--- config.mk ---
export PLATFORM = sky130hd
export DESIGN_NAME = ex_muldiv_unit
export DESIGN_NICKNAME = d
export VERILOG_FILES = /design/src/rtl/ex_muldiv_unit.sv
export SDC_FILE = /design/constraint.sdc
export NUM_CORES = 1
export LEC_CHECK = 0
export BUFFER_PORTS_ARGS = -buffer_cell sky130_fd_sc_hd__buf_4
export CAP_MARGIN = 25
export CORE_MARGIN = 2
export CORE_UTILIZATION = 45
export DETAILED_ROUTE_END_ITERATION = 7
export PLACE_DENSITY_LB_ADDON = 0.08
export SETUP_SLACK_MARGIN = 0.15
export SLEW_MARGIN = 25
export SYNTH_ARGS = -nofsm -noshare
export SYNTH_HDL_FRONTEND = slang
export SYNTH_SLANG_ARGS = --single-unit
--- constraint.sdc ---
create_clock -name clk -period 8.54 [get_ports clk]
set_input_delay 0.427 -clock clk [delete_from_list [all_inputs] [get_ports clk]]
set_output_delay 0.427 -clock clk [all_outputs]
set_load 0.05 [all_outputs]
--- src/rtl/ex_muldiv_unit.sv ---
`default_nettype none
// +----------------------------------------------------------------------+
// | Module   : ex_muldiv_unit                                            |
// | Purpose  : Iterative 32-bit MULT/MULTU/DIV/DIVU sequencer for the EX |
// |            stage. Owns HI/LO and stalls the pipeline while busy.     |
// | Revision : 1.0 - initial release                                     |
// +----------------------------------------------------------------------+
module ex_muldiv_unit (
  input  logic        clk,
  input  logic        rst_n,
  input  logic        EX_MulDivStart,
  input  logic [1:0]  EX_MulDivOp,
  input  logic [31:0] EX_OperandA,
  input  logic [31:0] EX_OperandB,
  input  logic        EX_HIWrite,
  input  logic        EX_LOWrite,
  input  logic        EX_Flush,
  output logic        EX_MulDivStall,
  output logic        EX_MulDivDone,
  output logic [31:0] EX_HI,
  output logic [31:0] EX_LO
);

  typedef enum logic [1:0] {
    S_IDLE = 2'd0,
    S_CALC = 2'd1,
    S_FIX  = 2'd2
  } state_t;

  state_t      state_q, state_d;
  logic [4:0]  count_q, count_d;
  logic        is_div_q, is_div_d;
  logic        neg_res_q, neg_res_d;   // operand signs differ
  logic        neg_rem_q, neg_rem_d;   // dividend was negative
  logic        div0_q, div0_d;
  logic [31:0] a_raw_q, a_raw_d;       // dividend as issued, for divide-by-zero HI
  logic [31:0] opnd_q, opnd_d;         // multiplicand or divisor magnitude
  logic [63:0] acc_q, acc_d;           // {hi_part, lo_part} working register
  logic [31:0] hi_q, hi_d;
  logic [31:0] lo_q, lo_d;
  logic        done_q, done_d;

  // Operand conditioning for a new job: signed ops work on magnitudes.
  logic        w_sign_a, w_sign_b;
  logic [31:0] w_mag_a, w_mag_b;

  // One multiply / divide iteration and the final sign fix-up.
  logic [32:0] w_add;
  logic [63:0] w_mul_next;
  logic [32:0] w_shifted;
  logic [32:0] w_diff;
  logic [63:0] w_div_next;
  logic [63:0] w_prod_fix;
  logic [31:0] w_quot_fix;
  logic [31:0] w_rem_fix;

  // Datapath helpers: magnitudes, one iteration step, sign correction.
  always_comb begin
    w_sign_a   = ~EX_MulDivOp[0] & EX_OperandA[31];
    w_sign_b   = ~EX_MulDivOp[0] & EX_OperandB[31];
    w_mag_a    = w_sign_a ? (~EX_OperandA + 32'd1) : EX_OperandA;
    w_mag_b    = w_sign_b ? (~EX_OperandB + 32'd1) : EX_OperandB;

    // Shift-add: low half holds the remaining multiplier bits.
    w_add      = {1'b0, acc_q[63:32]} + {1'b0, opnd_q};
    w_mul_next = acc_q[0] ? {w_add, acc_q[31:1]}
                          : {1'b0, acc_q[63:32], acc_q[31:1]};

    // Restoring division: high half is the remainder, low half shifts
    // dividend bits out and quotient bits in.
    w_shifted  = {acc_q[63:32], acc_q[31]};
    w_diff     = w_shifted - {1'b0, opnd_q};
    w_div_next = w_diff[32] ? {w_shifted[31:0], acc_q[30:0], 1'b0}
                            : {w_diff[31:0],    acc_q[30:0], 1'b1};

    w_prod_fix = neg_res_q ? (~acc_q + 64'd1) : acc_q;
    w_quot_fix = neg_res_q ? (~acc_q[31:0] + 32'd1) : acc_q[31:0];
    w_rem_fix  = neg_rem_q ? (~acc_q[63:32] + 32'd1) : acc_q[63:32];
  end

  // Next-state and register-update logic for the sequencer.
  always_comb begin
    state_d   = state_q;
    count_d   = count_q;
    is_div_d  = is_div_q;
    neg_res_d = neg_res_q;
    neg_rem_d = neg_rem_q;
    div0_d    = div0_q;
    a_raw_d   = a_raw_q;
    opnd_d    = opnd_q;
    acc_d     = acc_q;
    hi_d      = hi_q;
    lo_d      = lo_q;
    done_d    = 1'b0;

    case (state_q)
      S_IDLE: begin
        if (EX_MulDivStart && !EX_Flush) begin
          is_div_d  = EX_MulDivOp[1];
          neg_res_d = w_sign_a ^ w_sign_b;
          neg_rem_d = w_sign_a;
          div0_d    = (EX_OperandB == 32'd0);
          a_raw_d   = EX_OperandA;
          opnd_d    = EX_MulDivOp[1] ? w_mag_b : w_mag_a;
          acc_d     = {32'd0, (EX_MulDivOp[1] ? w_mag_a : w_mag_b)};
          count_d   = 5'd31;
          state_d   = S_CALC;
        end else if (!EX_MulDivStart) begin
          if (EX_HIWrite) hi_d = EX_OperandA;
          if (EX_LOWrite) lo_d = EX_OperandA;
        end
      end
      S_CALC: begin
        if (EX_Flush) begin
          state_d = S_IDLE;
        end else begin
          acc_d   = is_div_q ? w_div_next : w_mul_next;
          count_d = count_q - 5'd1;
          if (count_q == 5'd0) begin
            state_d = S_FIX;
            done_d  = 1'b1;
          end
        end
      end
      S_FIX: begin
        // The instruction owns the stage here, so a flush cannot cancel it.
        if (!is_div_q) begin
          hi_d = w_prod_fix[63:32];
          lo_d = w_prod_fix[31:0];
        end else if (div0_q) begin
          hi_d = a_raw_q;
          lo_d = 32'hFFFF_FFFF;
        end else begin
          hi_d = w_rem_fix;
          lo_d = w_quot_fix;
        end
        state_d = S_IDLE;
      end
      default: state_d = S_IDLE;
    endcase
  end

  // State register with synchronous active-low reset.
  always_ff @(posedge clk) begin
    if (!rst_n) begin
      state_q   <= S_IDLE;
      count_q   <= 5'd0;
      is_div_q  <= 1'b0;
      neg_res_q <= 1'b0;
      neg_rem_q <= 1'b0;
      div0_q    <= 1'b0;
      a_raw_q   <= 32'd0;
      opnd_q    <= 32'd0;
      acc_q     <= 64'd0;
      hi_q      <= 32'd0;
      lo_q      <= 32'd0;
      done_q    <= 1'b0;
    end else begin
      state_q   <= state_d;
      count_q   <= count_d;
      is_div_q  <= is_div_d;
      neg_res_q <= neg_res_d;
      neg_rem_q <= neg_rem_d;
      div0_q    <= div0_d;
      a_raw_q   <= a_raw_d;
      opnd_q    <= opnd_d;
      acc_q     <= acc_d;
      hi_q      <= hi_d;
      lo_q      <= lo_d;
      done_q    <= done_d;
    end
  end

  // Stall is combinational so it freezes the front end in the start cycle.
  always_comb begin
    EX_MulDivStall = ((state_q == S_IDLE) && EX_MulDivStart && !EX_Flush) ||
                     (state_q == S_CALC);
    EX_MulDivDone  = done_q;
    EX_HI          = hi_q;
    EX_LO          = lo_q;
  end

endmodule
`default_nettype wire

==> impl_metrics.csv <==
group,metric,value,unit
sta,slew_viol_final,0,
logic_synthesis,synth-edff-count,0,
cts,cts_buffers,26,
layout,drive_gt1_frac,0.1208,
layout,area_growth,12.53,%
run_status,status,"finished clean",
global_routing,antenna_found_initial,1,
logic_synthesis,syn_nets,2460,
place,pre_cts_slack,4.544,ns
layout,fillers,3693,
routing,via_per_inst,6.235,
logic_synthesis,seq_area_frac_synth,0.2406,
logic_synthesis,syn_area,16970,sq um
layout,nets,2469,
worst_setup_path,worst_setup_path_start_kind,"flop",
logic_synthesis,netlist_instances,2316,
die,die-area,39290,sq um
worst_setup_path,worst-setup-path-type,"flop to flop",
cts,cts_root_buffer,"clkbuf_16",
sta,finalCriticalPeriod,4.063,ns
logic_synthesis,synth.area.top_cells,"dfxtp_1 24%, a21oi_1 7.9%, nand2_1 6.9%",
die,fp.dieW,198.2,microns
routing,drc_errors,0,
cts,cts.clk_slew.worst_paths,0.06,ns
cts,htree_num_levels,1,
worst_setup_path,cpMaxStageDelayCell,"xor2_2",
worst_setup_path,endpoint_kind,"flop",
worst_setup_path,path_max_fanout,24,
die,core_area,37400,sq um
routing,detail-route-antenna-nets,0,
routing,finalWirelength,67720,microns
die,ios,138,
layout,diodes,0,
sta,min_period_over_period,0.4758,
logic_synthesis,synth_top_flop_cell,"dfxtp_1",
cts,postCtsHoldBufs,0,
power,p_per_area,161.7,nW/um^2
hold_path,hp-class,"input port to flop",
worst_setup_path,slowest_delay,0.55,ns
routing,first_pass_iters,5,
global_routing,grt_overflow_total,0,
power,power,3.089,mW
worst_setup_path,path_cells,"inv_1 > ha_1 > fa_1 > nand2b_1 > a21oi_1 > o211ai_1 > o41ai_2 > a21oi_2 > xor2_2 > buf_4 > a221oi_1 > a221oi_1 > a311oi_1",
worst_setup_path,critPathArrivalTime,4.46,ns
global_routing,grt_pass1_vias,16681,
place,port-buffer-count,137,
logic_synthesis,yosysWarnings,0,
sta,rsz0062_at_grt,"no",
cts,cts_sinks,204,
power,p_leak,7.491,nW
sta,hold_viol_final,0,
sta,skew,0.02883,ns
sta,hold-worst-slack,0.1515,ns
worst_setup_path,cpLargestDelayFamily,"compound AO/OA/AOI/OAI gates",
global_routing,grt_max_degree,88,
sta,setup_violations,0,
die,start_util,0.4538,
die,row_count,71,
logic_synthesis,yosysUniqueCellTypes,92,
die,fp.dieH,198.2,microns
logic_synthesis,synth_top_area_frac,0.2406,
power,ir_drop,0.1556,mV
sta,slew_headroom,0.3422,
routing,drt_iter0_drc,1640,
logic_synthesis,synth_most_common_cell,"nand2_1",
cts,cts_setup_buffers,0,
place,post-dp-hpwl,50420,microns
sta,max_freq,0.2461,GHz
layout,regArea,4089,sq um
flow_run,maxCapViolCount,0,
logic_synthesis,syn_avg_cell_area,7.329,sq um
worst_setup_path,critPathMostFrequentCell,"a221oi_1",
routing,vias,17795,
cts,clock_latency,0.58,ns
place,gp_congestion,0.9339,
layout,layout.cells.non_filler,2854,
logic_synthesis,synth-seq-cells,204,
routing,routedWlPerCell,23.73,microns
cts,clockBufferDepth,3,
sta,max_slew.worst_pin.slew,0.9846,ns
sta,setup_tns,0,ns
cts,post_cts_resized,0,
sta,setup_slack,4.477,ns
layout,multi_input_area,11930,sq um
worst_setup_path,cp_data_required_time,8.94,ns
worst_setup_path,cp_num_buf_inv,2,
logic_synthesis,synthArstFlopShare,0,
logic_synthesis,synthDominantAreaCellType,"dfxtp_1",
global_routing,grt_pass1_wl,101300,microns
place,dpl.cell_count,2808,
logic_synthesis,synth_common_cells,"311 x nand2_1, 269 x a21oi_1, 204 x dfxtp_1, 174 x nor2_1, 163 x o21ai_0",
cts,cts_tree,"yes",
global_routing,track_usage,0.3385,
==> through the flow <==
step	area (sq um)	util
2_1_floorplan	16970	-
4_1_cts	19100	0.5106
3_3_place_gp	18170	0.4858
3_5_place_dp	18170	0.4858
5_1_grt	19100	0.5107
6_report	19100	0.5107
==> power by group <==
part | leakage, nW | total [mW] | internal [mW] | switching, mW
combinational | 5.37 | 0.791 | 0.271 | 0.520
clock | 0.452 | 1.23 | 0.751 | 0.474
sequential | 1.67 | 1.07 | 1.01 | 0.0675
==> state kept, by name, summed over array words and instances, names as in the netlist <==
register and count:
acc_q 64, EX_HI 32, EX_LO 32, a_raw_q 32, opnd_q 32, count_q 5
state_q 2, EX_MulDivDone 1, div0_q 1, is_div_q 1, neg_rem_q 1, neg_res_q 1
==> cells by family (layout without fill, tap and decap cells) <==
logic type / after synthesis / count (layout) / share of synthesized area
xor gates and xnor gates: 182 / 182 / 0.09391
AOI/OAI and AO/OA: 815 / 815 / 0.3103
buffers and inverters: 254 / 281 / 0.05868
muxes: 68 / 68 / 0.04106
adders and majority gates: 72 / 72 / 0.05396
DFF: 204 / 204 / 0.2406
and+or+nand+nor: 721 / 721 / 0.2015
==> layout make-up <==
class	instances	area share
well taps	511	0.03347
flip-flops and latches	204	0.2141
repair buffers	166	0.06544
clock buffers	36	0.03865
multi-input cells	1858	0.6248
inverters	69	0.01369
clock inverters	10	0.009891
==> worst register-to-register path, stage by stage (launching register included) <==
cell,delay [ns]
dfxtp_1,0.42
inv_1,0.09
ha_1,0.22
fa_1,0.40
nand2b_1,0.20
a21oi_1,0.20
o211ai_1,0.18
o41ai_2,0.50
a21oi_2,0.23
xor2_2,0.55
buf_4,0.43
a221oi_1,0.10
a221oi_1,0.29
a311oi_1,0.08
==> layout by cell type, fill, tap and decap left out, types with 12 or more instances in the layout <==
cell	synthesis	routed
o221ai_1	37	37
a221oi_1	13	13
mux2_2	13	13
nand2_1	311	311
nor2_1	174	170
o211ai_1	54	54
nand3_1	29	29
xnor2_1	112	111
clkbuf_16	0	26
buf_4	2	165
a21oi_1	269	269
ha_1	70	70
xor2_1	70	69
a21o_1	28	28
o21a_1	12	12
o21ai_0	163	163
mux2i_1	55	55
nand2b_1	25	25
o31ai_1	29	29
nor4_1	17	16
a31oi_1	27	27
or3_1	18	18
nor3_1	36	36
or4_1	20	19
a211oi_1	53	53
or2_2	14	14
inv_1	68	67
dfxtp_1	204	202
==> per-layer routing <==
metal | global-route usage | vias up | share of wire
li1 | - | 8473 | -
met1 | 0.4396 | 8509 | 0.42
met2 | 0.5606 | 675 | 0.46
met3 | 0.04377 | 138 | 0.066
met4 | 0.1490 | 0 | 0.046
met5 | 0 | - | 0
==> worst paths after layout <==
kind	slack [ns]	depth (start not counted)	startpoint	to
max	4.48	13	acc_q[31]$_SDFFE_PN0P_	acc_q[61]$_SDFFE_PN0P_
min	0.15	3	EX_OperandA[29]	a_raw_q[29]$_SDFFE_PN0P_
max reg2reg	4.48	13	acc_q[31]$_SDFFE_PN0P_	acc_q[61]$_SDFFE_PN0P_
min reg2reg	0.45	2	EX_LO[29]$_SDFFE_PN0P_	EX_LO[29]$_SDFFE_PN0P_
(Power assumes the default switching activity.)
